**src/rtl/gnr_attractor_ctrl.sv**
```systemverilog
// gnr_attractor_ctrl: Floyd tortoise/hare sequencer that locates the attractor of a GNR node network
module gnr_attractor_ctrl #(
    parameter int N_NODES   = 8,
    parameter int CNT_W     = 16,
    parameter int MAX_STEPS = 1000
) (
    input  logic               clk,
    input  logic               rst,
    input  logic               start,
    input  logic [N_NODES-1:0] init_vec,
    input  logic [N_NODES-1:0] gads_s0,
    input  logic [N_NODES-1:0] gads_s1,
    output logic               reset_nos,
    output logic [N_NODES-1:0] init_state,
    output logic               start_s0,
    output logic               start_s1,
    output logic               busy,
    output logic               done,
    output logic               found,
    output logic               timeout,
    output logic [CNT_W-1:0]   meet_steps,
    output logic [CNT_W-1:0]   period,
    output logic [N_NODES-1:0] attractor
);
    typedef enum logic [2:0] {IDLE, INIT, M_STEP, M_CMP, P_STEP, P_CMP, FIN} state_t;
    localparam logic [CNT_W-1:0] MAX = CNT_W'(MAX_STEPS);
    state_t state_q, state_d;
    logic [CNT_W-1:0] k_q, k_d, p_q, p_d, meet_q, meet_d, period_q, period_d;
    logic [N_NODES-1:0] init_q, init_d, attr_q, attr_d;
    logic found_q, found_d, timeout_q, timeout_d;
    logic reset_nos_q, reset_nos_d, start_s0_q, start_s0_d, start_s1_q, start_s1_d;
    logic busy_q, busy_d, done_q, done_d;
    // next state, counters and results; pulse outputs are decoded from the next state so they register with it
    always_comb begin
        state_d   = state_q;
        k_d       = k_q;
        p_d       = p_q;
        meet_d    = meet_q;
        period_d  = period_q;
        init_d    = init_q;
        attr_d    = attr_q;
        found_d   = found_q;
        timeout_d = timeout_q;
        case (state_q)
            IDLE: if (start) begin
                init_d    = init_vec;
                found_d   = 1'b0;
                timeout_d = 1'b0;
                meet_d    = '0;
                period_d  = '0;
                attr_d    = '0;
                k_d       = '0;
                p_d       = '0;
                state_d   = INIT;
            end
            INIT: state_d = M_STEP;
            M_STEP: begin
                k_d     = k_q + 1'b1;
                state_d = M_CMP;
            end
            M_CMP: begin
                // odd k leaves the tortoise a half step behind, so only even k can be a genuine meeting
                if (!k_q[0] && gads_s0 == gads_s1) begin
                    attr_d  = gads_s0;
                    meet_d  = k_q;
                    p_d     = '0;
                    state_d = P_STEP;
                end else if (k_q == MAX) begin
                    timeout_d = 1'b1;
                    state_d   = FIN;
                end else begin
                    state_d = M_STEP;
                end
            end
            P_STEP: begin
                p_d     = p_q + 1'b1;
                state_d = P_CMP;
            end
            P_CMP: begin
                if (gads_s1 == attr_q) begin
                    period_d = p_q;
                    found_d  = 1'b1;
                    state_d  = FIN;
                end else if (p_q == MAX) begin
                    timeout_d = 1'b1;
                    state_d   = FIN;
                end else begin
                    state_d = P_STEP;
                end
            end
            FIN:     state_d = IDLE;
            default: state_d = IDLE;
        endcase
        reset_nos_d = state_d == INIT;
        start_s0_d  = state_d == M_STEP;
        start_s1_d  = state_d == M_STEP || state_d == P_STEP;
        done_d      = state_d == FIN;
        busy_d      = state_d != IDLE && state_d != FIN;
    end
    // state and all registered outputs
    always_ff @(posedge clk or posedge rst) begin
        if (rst) begin
            state_q     <= IDLE;
            k_q         <= '0;
            p_q         <= '0;
            meet_q      <= '0;
            period_q    <= '0;
            init_q      <= '0;
            attr_q      <= '0;
            found_q     <= 1'b0;
            timeout_q   <= 1'b0;
            reset_nos_q <= 1'b0;
            start_s0_q  <= 1'b0;
            start_s1_q  <= 1'b0;
            busy_q      <= 1'b0;
            done_q      <= 1'b0;
        end else begin
            state_q     <= state_d;
            k_q         <= k_d;
            p_q         <= p_d;
            meet_q      <= meet_d;
            period_q    <= period_d;
            init_q      <= init_d;
            attr_q      <= attr_d;
            found_q     <= found_d;
            timeout_q   <= timeout_d;
            reset_nos_q <= reset_nos_d;
            start_s0_q  <= start_s0_d;
            start_s1_q  <= start_s1_d;
            busy_q      <= busy_d;
            done_q      <= done_d;
        end
    end
    assign reset_nos  = reset_nos_q;
    assign init_state = init_q;
    assign start_s0   = start_s0_q;
    assign start_s1   = start_s1_q;
    assign busy       = busy_q;
    assign done       = done_q;
    assign found      = found_q;
    assign timeout    = timeout_q;
    assign meet_steps = meet_q;
    assign period     = period_q;
    assign attractor  = attr_q;
endmodule

```
**config.mk**
```make
export PLATFORM = sky130hd
export DESIGN_NAME = gnr_attractor_ctrl
export DESIGN_NICKNAME = d
export VERILOG_FILES = /design/src/rtl/gnr_attractor_ctrl.sv
export SDC_FILE = /design/constraint.sdc
export NUM_CORES = 1
export LEC_CHECK = 0
export BUFFER_PORTS_ARGS = -buffer_cell sky130_fd_sc_hd__buf_2
export CORE_MARGIN = 2
export CORE_UTILIZATION = 56
export DETAILED_ROUTE_END_ITERATION = 16
export PLACE_DENSITY = 0.79
export SLEW_MARGIN = 20
export SYNTH_ARGS = -nofsm -noshare
export SYNTH_HDL_FRONTEND = slang
export SYNTH_SLANG_ARGS = --single-unit
```
**constraint.sdc**
```tcl
create_clock -name clk -period 3.4 [get_ports clk]
set_input_delay 0.17 -clock clk [delete_from_list [all_inputs] [get_ports clk]]
set_output_delay 0.17 -clock clk [all_outputs]
set_load 0.05 [all_outputs]
```
Yosys cells after proc, flatten, opt, wreduce, memory -nomap -nowiden:

Index checks and enable logic that the tools add are counted.

* register bits after elaboration: 90
* input port bits: 27
* output and inout bits: 55
* logic and storage cells: 79

* add/sub/neg operators: 2
* equal/unequal tests: 21
* mux-type cells: 25
* reduce and logical (&&, ||, !) cells: 17

Operators by type and width (count)
* $pmux 16 s2: 3
* $mux 16: 4
* $pmux 16 s3: 1
* $add 16x1->16 const B: 2
* $eq 16x10->1 const B: 2
* $pmux 3 s6: 1
* $eq 8x8->1: 2
* $mux 8: 2
* $pmux 8 s2: 1
* $ne 2x2->1 const B: 7
* $eq 3x3->1 const B: 4
* $eq 3x2->1 const B: 3
* $mux 3: 3
* $reduce_and 3->1: 3
* $reduce_bool 3->1: 3
* $eq 3x1->1 const B: 2
* $mux 1: 6
* $reduce_and 6->1: 1
* $reduce_bool 2->1: 3
* $mux 2: 2
* $reduce_and 2->1: 2
* $logic_not 3->1: 1
* $ne 3x3->1 const B: 1
* $pmux 1 s3: 1
* other kinds (4): 5

Depth between registers and ports, before layout:

Gate-level depths: netlist of run 1.

* depth after elaboration: 6
* gate-level depth with buffers: 8
* mapped depth without buffers: 8

Worst setup path after synthesis of run 1:

Ideal clock, no wire load.

* path kind: flip-flop to flip-flop
* from: register attr_q[1] (netlist: attractor[1])
* to: register start_s1_q (netlist: start_s1)
* setup time: 0.125 ns
* arrival time: 1.912 ns
* required time: 3.275 ns
* setup slack: 1.364 ns
* stages on the path, launching flop included: 8
* buffers on the path: 1
* period minus slack after synthesis: 2.036 ns
* cell sequence: dfrtp_1 > xor2_1 > nor4_1 > and3b_1 > clkbuf_1 > a21oi_2 > inv_2 > mux2_2

* word-level cells in the longest chain between the ends: 5
* elaborated cells on any way between the ends: 6
* classes of those cells: 3 x eq/ne; 2 x mux; 1 x reduce/logical

RTL lines
* start, declared: RTL line 29 `logic [N_NODES-1:0] init_q, init_d, attr_q, attr_d;`
* start signal, assigned: RTL line 124 `attr_q <= attr_d;`
* $eq 8x8->1 (*): RTL line 80 `if (gads_s1 == attr_q) begin`
* $mux 2 (*): RTL line 80
* $pmux 3 s6 (*): RTL line 44 `case (state_q)`
* via state_d[1]: RTL line 27 `state_t state_q, state_d;`
* $eq 3x2->1 / $eq 3x3->1 (equally long branches): RTL line 96 `start_s1_d = state_d == M_STEP || state_d == P_STEP;`
* $logic_or 1x1->1 (*): RTL line 96
* via start_s1_d: RTL line 31 `logic reset_nos_q, reset_nos_d, start_s0_q, start_s0_d, start_s1_q, start_s1_d;`
* end signal, assigned: RTL line 129 `start_s1_q <= start_s1_d;`
* end, declared: RTL line 31

The timed path passes the listed nets; every way through them passes the cells marked *.
A chain may end at the register's enable or synchronous reset.

Worst setup path after layout of run 1:

* from: register state_q[2]
* to: register meet_q[4] (netlist: meet_steps[4])

* word-level cells in the longest chain between the ends: 3
* elaborated cells on any way between the ends: 7
* classes of those cells: 3 x eq/ne; 1 x mux; 3 x reduce/logical

RTL lines
* start, declared: RTL line 27
* start signal, assigned: RTL line 118 `state_q <= state_d;`
* $eq 3x2->1 / $logic_not 3->1 (equally long branches): RTL line 44
* $ne 2x2->1 (no source line) / $reduce_bool 2->1 (equally long branches)
* $reduce_and 3->1 (no source line)
* end signal, assigned: RTL line 121 `meet_q <= meet_d;`
* end, declared: RTL line 28 `logic [CNT_W-1:0] k_q, k_d, p_q, p_d, meet_q, meet_d, period_q, period_d;`

Several ways; a longest one is shown, not always the timed one.

==> results of run 1 <==
-- routing by layer --
layer,part of all wire,routed length [um],GRT usage
met5,0,0,0
met4,0.021,208,0.129
met3,0.033,318,0.0317
met2,0.53,5210,0.434
met1,0.41,4010,0.310
-- registers in the layout, indices dropped and copies added (netlist names) --
register    count
k_q            16
meet_steps     16
p_q            16
period         16
attractor       8
init_state      8
state_q         3
busy            1
done            1
found           1
reset_nos       1
start_s0        1
start_s1        1
timeout         1
-- power by group through the flow --
stage / registers [mW] / logic, mW / clock network (mW)
2_1_floorplan: 1.71 / 0.362 / 0
3_5_place_dp: 1.45 / 0.875 / 0
5_1_grt: 1.46 / 0.966 / 0.706
4_1_cts: 1.43 / 0.884 / 0.667
6_report: 1.43 / 0.874 / 0.656
3_3_place_gp: 1.44 / 0.849 / 0
-- cells by family after synthesis --
| family | share of synthesized area |
|---|---|
| flip-flops | 0.513 |
| XOR/XNOR | 0.0299 |
| AO/OA/AOI/OAI | 0.101 |
| AND/OR/NAND/NOR | 0.239 |
| buffers and inverters | 0.0413 |
| adder cells (fa/ha/maj) | 0.0114 |
| multiplexers | 0.0647 |
-- worst paths after layout --
kind | startpoint | cells after the start | endpoint | slack (ns)
setup reg to reg | state_q[2] | 5 | meet_steps[4] | 1.13
setup / recovery | state_q[2] | 5 | meet_steps[4] | 1.13
min in group asynchronous | rst | 3 | attractor[5] | 0.24
max in group asynchronous | rst | 4 | k_q[10] | 2.39
hold reg to reg | init_state[1] | 2 | init_state[1] | 0.48
hold / removal | init_vec[0] | 3 | init_state[0] | 0.004
-- cell usage in the layout (no fill, tap or decap), types with 11 or more instances in the layout --
cell type / n
buf_2: 81
nand2_1: 104
mux2i_1: 25
nand3_1: 54
or3_1: 13
o21ai_1: 20
xor2_1: 14
dfrtp_1: 90
o21ai_0: 24
nor2_1: 11
-- timing repair --
item                      in CTS  in global routing
resized for setup              0                  0
hold buffers                   6                  0
hold endpoints to repair      13                  0
-- worst max-delay path, cell delays in order, from the launching register on --
cell and delay (ns):
dfrtp_1 0.49, and3b_1 0.53, and4_1 0.64, nor2_1 0.08, buf_4 0.24, o21ai_0 0.19
-- final cells by class --
cell class | instances | share of cell area
clock buffer | 11 | 0.0258
clock inverter | 5 | 0.00788
inverter | 11 | 0.00837
multi-input combinational | 338 | 0.386
sequential | 90 | 0.443
tap | 102 | 0.0251
timing repair buffer | 95 | 0.103
-- synthesized netlist by cell type (2+ instances only) --
master / instances / area (um2)
mux2i_1: 25 / 250
o21ai_0: 24 / 120
nand3_1: 55 / 275
clkbuf_1: 13 / 48.8
a211oi_1: 6 / 45.0
and4_1: 3 / 26.3
ha_1: 4 / 50.1
inv_1: 10 / 37.5
nor3_1: 5 / 25.0
and3b_1: 2 / 17.5
dfrtp_1: 90 / 2250
nor4_1: 3 / 18.8
and3_1: 2 / 12.5
a21oi_1: 8 / 40.0
or3_1: 13 / 81.3
nor2_1: 11 / 41.3
nand2_1: 104 / 390
a21boi_1: 2 / 15.0
nand4_1: 8 / 50.1
buf_1: 2 / 7.51
buf_4: 3 / 22.5
o21ai_1: 21 / 105
mux2_2: 3 / 33.8
nor4b_1: 3 / 26.3
xor2_1: 14 / 123
and2_1: 3 / 18.8
buf_2: 10 / 50.1
-- metrics by stage --
stage / area [um2] / worst slack, ns / hold slack, ns
after floorplan: 4390 / 0.895 / 0.275
final: 5080 / 1.13 / 0.00395
after CTS: 5080 / 1.13 / 0.00140
after detailed placement: 4850 / 1.16 / 0.0706
after global routing: 5080 / 0.971 / 0.0106
after global placement: 4850 / 1.26 / 0.0662
==> results.cfg, run 1 <==
[die]
initial_core_util = 0.574
io_pins = 82
die_height_um = 92.5
dieArea_um2 = 8560
core-area_um2 = 7650
fp.dieW_um = 92.5
rows = 32

[power]
ir_worst_vdd_uv = 400
seq_power_share = 0.484
netSwitchingFraction = 0.401
netSwitchingPower_mw = 1.19
combPwrFrac = 0.295
p_int_mw = 1.78
clock_power_share = 0.221
powerDensity_nw_per_um2 = 583
leakage_nw = 2.52
power.total_mw = 2.96

[grt]
first_global_vias = 3806
grt_pass1_wl_um = 17200
antenna_found_initial = 0
grt_util_all_layers = 0.252
grt_start_max_net_pins = 76
grt_overflow_total = 0

[route]
vias = 3687
ant_nets = 0
dr.pass1.iters = 4
initialDrtViolationCount = 159
post-route-drc-count = 0
wl_um = 9740
via_per_inst = 5.65
wl_per_cell_um = 14.9

[layout]
multi_input_area_um2 = 1960
fin_cells = 652
area_growth_pct = 15.8
nets = 576
nFillCells = 647
drive_above_1_share = 0.213
seqCellArea_um2 = 2250
final_util = 0.665
antennaDiodeCount = 0

[hold_path]
hold_path_class = input pin to register

[clock_tree]
clk_pin_slew_ns = 0.09
cts_buffers = 9
post-cts-setup-buffer-count = 0
cts_tree = built
h-tree-depth = 3
cts_sinks = 90
cts_root_buf = clkbuf_8
cts_max_path_buffers = 2
insertion_delay_ns = 0.36

[critical_path]
worst-path-max-fanout = 23
worstPathArrival_ns = 2.54
cp-end-kind = register
cp.required_ns = 3.67
path_class = register to register
start_kind = register

[synth]
synth_nets = 499
synth.distinct_cells = 48
synth_warnings = 0
async_flop_share = 1.00
avgSynthCellArea_um2 = 9.38
synth.yosys.seq_area_share = 0.513
synth-edff-count = 0
synth_cells = 468
synth_area_um2 = 4390
synth_ff_type = dfrtp_1
synth-seq-cells = 90

[sta]
finalHoldViolations = 0
finalSetupViolCount = 0
tns_ns = 0
fin_skew_ns = 0.00940
min_period_over_period = 0.667
tightest_slew_ns = 0.774
finalMaxSlewViolations = 0
fmax_mhz = 441
rsz0062_at_grt = no
slew-limit-headroom = 0.483
period_minus_slack_ns = 2.27

[placed_design]
io_buffers = 81
dp_hpwl_um = 6620
dpl.cell_count = 630
place_congestion = 0.854

[outcome]
status = finished clean

[run]
max_cap_viol_count = 0
Note: power is estimated with default switching activity, not from simulation.
==> run 2, diff against run 1 <==
--- a/config.mk
+++ b/config.mk
@@ -5,6 +5,7 @@
 export SDC_FILE = /design/constraint.sdc
 export NUM_CORES = 1
 export LEC_CHECK = 0
+export ABC_AREA = 1
 export BUFFER_PORTS_ARGS = -buffer_cell sky130_fd_sc_hd__buf_2
 export CORE_MARGIN = 2
 export CORE_UTILIZATION = 56
==> constraint.sdc (replaced) <==
create_clock -name clk -period 2.1 [get_ports clk]
set_input_delay 0.105 -clock clk [delete_from_list [all_inputs] [get_ports clk]]
set_output_delay 0.105 -clock clk [all_outputs]
set_load 0.05 [all_outputs]
==> results.cfg, run 2 <==
[outcome]
status = finished clean

[sta]
fmax_mhz = 561
fin_ws_ns = 0.318
tns_ns = 0
slew-limit-headroom = 0.692
tightest_slew_ns = 0.460
min_period_over_period = 0.848
finalHoldViolations = 0
period_minus_slack_ns = 1.78
finalMaxSlewViolations = 0
rsz0062_at_grt = no
fin_skew_ns = 0.0148
finalSetupViolCount = 0

[clock_tree]
cts_root_buf = clkbuf_8
cts_buffers = 9
insertion_delay_ns = 0.36
cts_sinks = 90
cts_tree = built
cts_max_path_buffers = 2
post-cts-setup-buffer-count = 0
h-tree-depth = 3
clk_pin_slew_ns = 0.09

[synth]
synth_warnings = 0
yosysTopAreaCell = dfrtp_1
synth_area_um2 = 4410
synth-seq-cells = 90
synth.distinct_cells = 33
synth_ff_type = dfrtp_1
synth_top_cell_area_share = 0.511
synth_most_common_cell = nand2_1
async_flop_share = 1.00
yosys-top-cells-area = dfrtp_1 (51%), nand2_1 (12%), nand3_1 (9.1%)
synth_common_cells = nand2_1 (146), dfrtp_1 (90), nand3_1 (80)
synth.yosys.seq_area_share = 0.511
synth_cells = 536
synth_nets = 567
avgSynthCellArea_um2 = 8.22
synth-edff-count = 0

[layout]
fin_cells = 738
antennaDiodeCount = 0
drive_above_1_share = 0.195
final_cell_mix = nand2_1 (146), dfrtp_1 (90), buf_2 (81)
area_growth_pct = 18.5
nets = 662
mostFrequentLayoutCell = nand2_1

[grt]
grt_util_met1 = 0.334
first_global_vias = 3790
grt_util_all_layers = 0.259
use_met2 = 0.444
busiest_layer = met2
grt_pass1_wl_um = 17600
grt_overflow_total = 0
grt_start_max_net_pins = 59
gr-usage-met3 = 0.0439
antenna_found_initial = 0

[critical_path]
start_kind = register
cp.required_ns = 2.39
cp_slowest_cell = dfrtp_1
worst-path-max-fanout = 6
path_class = register to register
cp_cell_sequence = ha_1 > nand3_1 > nor2_1 > nand2_1 > nor2_1 > nand3_1 > o21ai_0 > a21boi_1
worstPathArrival_ns = 2.07
cp-end-kind = register
critPathTopFamily = simple AND/OR/NAND/NOR gates
crit_buf_inv = 0
max_stage_delay_ns = 0.44

[placed_design]
io_buffers = 81
pre_cts_slack_ns = 0.275
place_congestion = 0.902
dpl.cell_count = 713
dp_hpwl_um = 7520

[power]
clock_power_share = 0.190
netSwitchingPower_mw = 2.47
ir_worst_vdd_uv = 699
p_int_mw = 3.09
leakage_nw = 2.83
powerDensity_nw_per_um2 = 1060
seq_power_share = 0.439
combPwrFrac = 0.371
netSwitchingFraction = 0.445

[die]
core-area_um2 = 7690
fp.dieW_um = 92.7
io_pins = 82
rows = 32
initial_core_util = 0.573
dieArea_um2 = 8600
die_height_um = 92.7

[route]
initialDrtViolationCount = 243
wl_per_cell_um = 14.1
dr.pass1.iters = 5
via_per_inst = 5.41
vias = 3989
wl_um = 10400
post-route-drc-count = 0
ant_nets = 0

[run]
max_cap_viol_count = 0

[hold_path]
hold_path_class = input pin to register
-- run 2: per-layer routing --
metal / vias to the layer above / part of all wire
met5: - / 0
met4: 0 / 0.019
met3: 24 / 0.050
met2: 121 / 0.49
met1: 1911 / 0.44
li1: 1933 / -
-- run 2: final timing paths --
| kind | startpoint | end | slack [ns] | cells past startpoint |
|---|---|---|---|---|
| min in group asynchronous | rst | period[4] | 0.30 | 3 |
| max in group asynchronous | rst | k_q[13] | 1.16 | 4 |
| hold / removal | gads_s0[1] | attractor[1] | 0.003 | 3 |
| setup / recovery | k_q[0] | k_q[14] | 0.32 | 8 |
| hold reg to reg | init_state[6] | init_state[6] | 0.49 | 2 |
| setup reg to reg | k_q[0] | k_q[14] | 0.32 | 8 |
-- run 2: worst reg2reg max path: cells and delay by family, from the launching register on --
family	cells	cell delay, ns
flops	1	0.44
simple gates	5	0.70
compound gates	2	0.34
fa+ha+maj	1	0.23
-- run 2: final cells by class --
cell class	count	area [um2]
clock buffer	11	131
clock inverter	5	40.0
fill	640	2470
tap	102	128
sequential	90	2250
timing repair buffer	100	583
multi-input combinational	367	1850
inverter	63	240
-- run 2: power by group through the flow --
stage	Clock, mW	Combinational [mW]	Sequential [mW]
floorplan	0	0.746	3.22
global placement	0	2.01	2.45
detailed placement	0	2.05	2.46
CTS	1.08	2.07	2.43
global route	1.15	2.22	2.49
finish	1.05	2.06	2.44
-- run 2: repair_timing --
item	in CTS	in global routing
setup endpoints to repair	0	6
hold buffers	9	0
gates resized for setup	0	1
endpoints found under the hold margin	26	0
-- run 2: cells by family (layout without fill, tap and decap cells) --
| family | count (synthesis) | after routing | synth area share |
|---|---|---|---|
| AO/OA/AOI/OAI | 54 | 54 | 0.0795 |
| flip-flops | 90 | 90 | 0.511 |
| AND/OR/NAND/NOR | 293 | 293 | 0.295 |
| adder cells (fa/ha/maj) | 4 | 4 | 0.0114 |
| buffers and inverters | 79 | 179 | 0.0710 |
| XOR/XNOR | 15 | 15 | 0.0298 |
| multiplexers | 1 | 1 | 0.00227 |
-- run 2: stage by stage --
step / power [mW] / cell area [um2] / utilization / hold slack, ns
5_1_grt: 5.86 / 5220 / 0.679 / 0.0170
2_1_floorplan: 3.96 / 4410 / - / 0.215
3_3_place_gp: 4.45 / 4950 / 0.645 / 0.139
6_report: 5.56 / 5220 / 0.679 / 0.00332
3_5_place_dp: 4.52 / 4950 / 0.645 / 0.147
4_1_cts: 5.59 / 5220 / 0.679 / 0.00175
==> run 3, diff against run 2 <==
--- a/config.mk
+++ b/config.mk
@@ -8,9 +8,9 @@
 export ABC_AREA = 1
 export BUFFER_PORTS_ARGS = -buffer_cell sky130_fd_sc_hd__buf_2
 export CORE_MARGIN = 2
-export CORE_UTILIZATION = 56
+export CORE_UTILIZATION = 50
 export DETAILED_ROUTE_END_ITERATION = 16
-export PLACE_DENSITY = 0.79
+export PLACE_DENSITY = 0.75
 export SLEW_MARGIN = 20
 export SYNTH_ARGS = -nofsm -noshare
 export SYNTH_HDL_FRONTEND = slang
==> constraint.sdc (replaced) <==
create_clock -name clk -period 1.6 [get_ports clk]
set_input_delay 0.08 -clock clk [delete_from_list [all_inputs] [get_ports clk]]
set_output_delay 0.08 -clock clk [all_outputs]
set_load 0.05 [all_outputs]
==> results.cfg, run 3 (synthesis gave the netlist of run 2 again) <==
[layout]
area_growth_pct = 31.1
antennaDiodeCount = 0
mostFrequentLayoutCell = nand2_1
fin_area_um2 = 5780
nets = 703
final_cell_mix = nand2_1 (139), dfrtp_1 (78), buf_2 (77)
drive_above_1_share = 0.300

[route]
via_per_inst = 5.32
wl_um = 11500
vias = 4175
post-route-drc-count = 0
dr.pass1.iters = 5
initialDrtViolationCount = 282
ant_nets = 0
wl_per_cell_um = 14.7

[power]
clock_power_share = 0.188
ir_worst_vdd_uv = 741
combPwrFrac = 0.395
netSwitchingFraction = 0.441
p_int_mw = 4.31
seq_power_share = 0.417
netSwitchingPower_mw = 3.40
power.total_mw = 7.71
leakage_nw = 3.08
powerDensity_nw_per_um2 = 1330

[placed_design]
io_buffers = 81
placed_cell_area_um2 = 5170
pre_cts_slack_ns = -0.0960
dp_hpwl_um = 7780
place_congestion = 0.913

[grt]
grt_start_max_net_pins = 38
first_global_vias = 3995
antenna_found_initial = 0
grt_overflow_total = 0
grt_util_all_layers = 0.235
grt_pass1_wl_um = 18600

[clock_tree]
cts_root_buf = clkbuf_8
h-tree-depth = 3
cts_max_path_buffers = 2
cts_sinks = 90
clk_pin_slew_ns = 0.09
cts_buffers = 9
insertion_delay_ns = 0.37
cts_tree = built

[sta]
finalHoldViolations = 0
fin_ws_ns = 0.00300
fmax_mhz = 626
finalSetupViolCount = 0
finalMaxSlewViolations = 0
period_minus_slack_ns = 1.60
min_period_over_period = 0.998
fin_skew_ns = 0.0118
tns_ns = 0
rsz0062_at_grt = yes
tightest_slew_ns = 0.597
hold_slack_ns = 0.103
slew-limit-headroom = 0.601

[outcome]
status = finished clean

[die]
core-area_um2 = 8640
dieArea_um2 = 9580
io_pins = 82
rows = 34
fp.dieW_um = 97.9
die_height_um = 97.9
initial_core_util = 0.510

[critical_path]
path_class = register to register
worst-path-max-fanout = 4
worstPathArrival_ns = 1.90
cp.required_ns = 1.90
start_kind = register
cp-end-kind = register

[hold_path]
hold_path_class = input pin to register

[run]
max_cap_viol_count = 0
## run 3: metal layers
layer	up-vias	routed length (um)	track usage
met4	0	266	0.0801
li1	2009	-	-
met1	1997	4810	0.303
met5	-	0	0
met2	144	5940	0.405
met3	25	499	0.0372
## run 3: critical path, cell delays in order (launching register included)
cell,delay (ns)
dfrtp_1,0.43
buf_4,0.14
inv_1,0.07
ha_2,0.17
nand4_1,0.11
nor2_2,0.15
nor2_1,0.06
nand2_1,0.13
buf_6,0.12
nand4_1,0.07
nand2_1,0.09
## run 3: cell type report
class / count / area, um2
multi-input combinational: 367 / 1980
clock inverter: 6 / 42.5
inverter: 63 / 240
sequential: 90 / 2270
clock buffer: 10 / 138
fill: 680 / 2860
tap: 108 / 135
timing repair buffer: 141 / 980
## run 3: final timing paths
path | slack (ns) | depth (start not counted) | start | endpoint
max in group asynchronous | 0.69 | 4 | rst | attractor[6]
worst max-delay path | 0.003 | 10 | k_q[1] | start_s1
worst min-delay path | 0.10 | 3 | gads_s0[1] | attractor[1]
worst min register to register | 0.49 | 2 | init_state[2] | init_state[2]
worst max register to register | 0.003 | 10 | k_q[1] | start_s1
min in group asynchronous | 0.32 | 3 | rst | period[8]
## run 3: repair_timing
action                                  4_1_cts  5_1_grt
pin swaps                                     0       16
endpoints found under the setup margin       18       69
resized for setup                             4       50
gates cloned                                  0        1
endpoints found under the hold margin        39        0
hold buffers                                 17        0
buffers inserted                              2       11
## run 3: through the flow
stage,std cells,util
CTS,777,0.643
floorplan,536,-
global placement,742,0.599
detailed placement,742,0.599
finish,785,0.669
global route,785,0.669
## run 3: power groups by stage
stage                     clock [mW]  sequential, mW  combinational, mW
after floorplan                    0            4.24              0.980
after global placement             0            3.21               2.78
after detailed placement           0            3.22               2.84
after CTS                       1.46            3.18               2.93
after global routing            1.54            3.28               3.27
final                           1.45            3.22               3.05
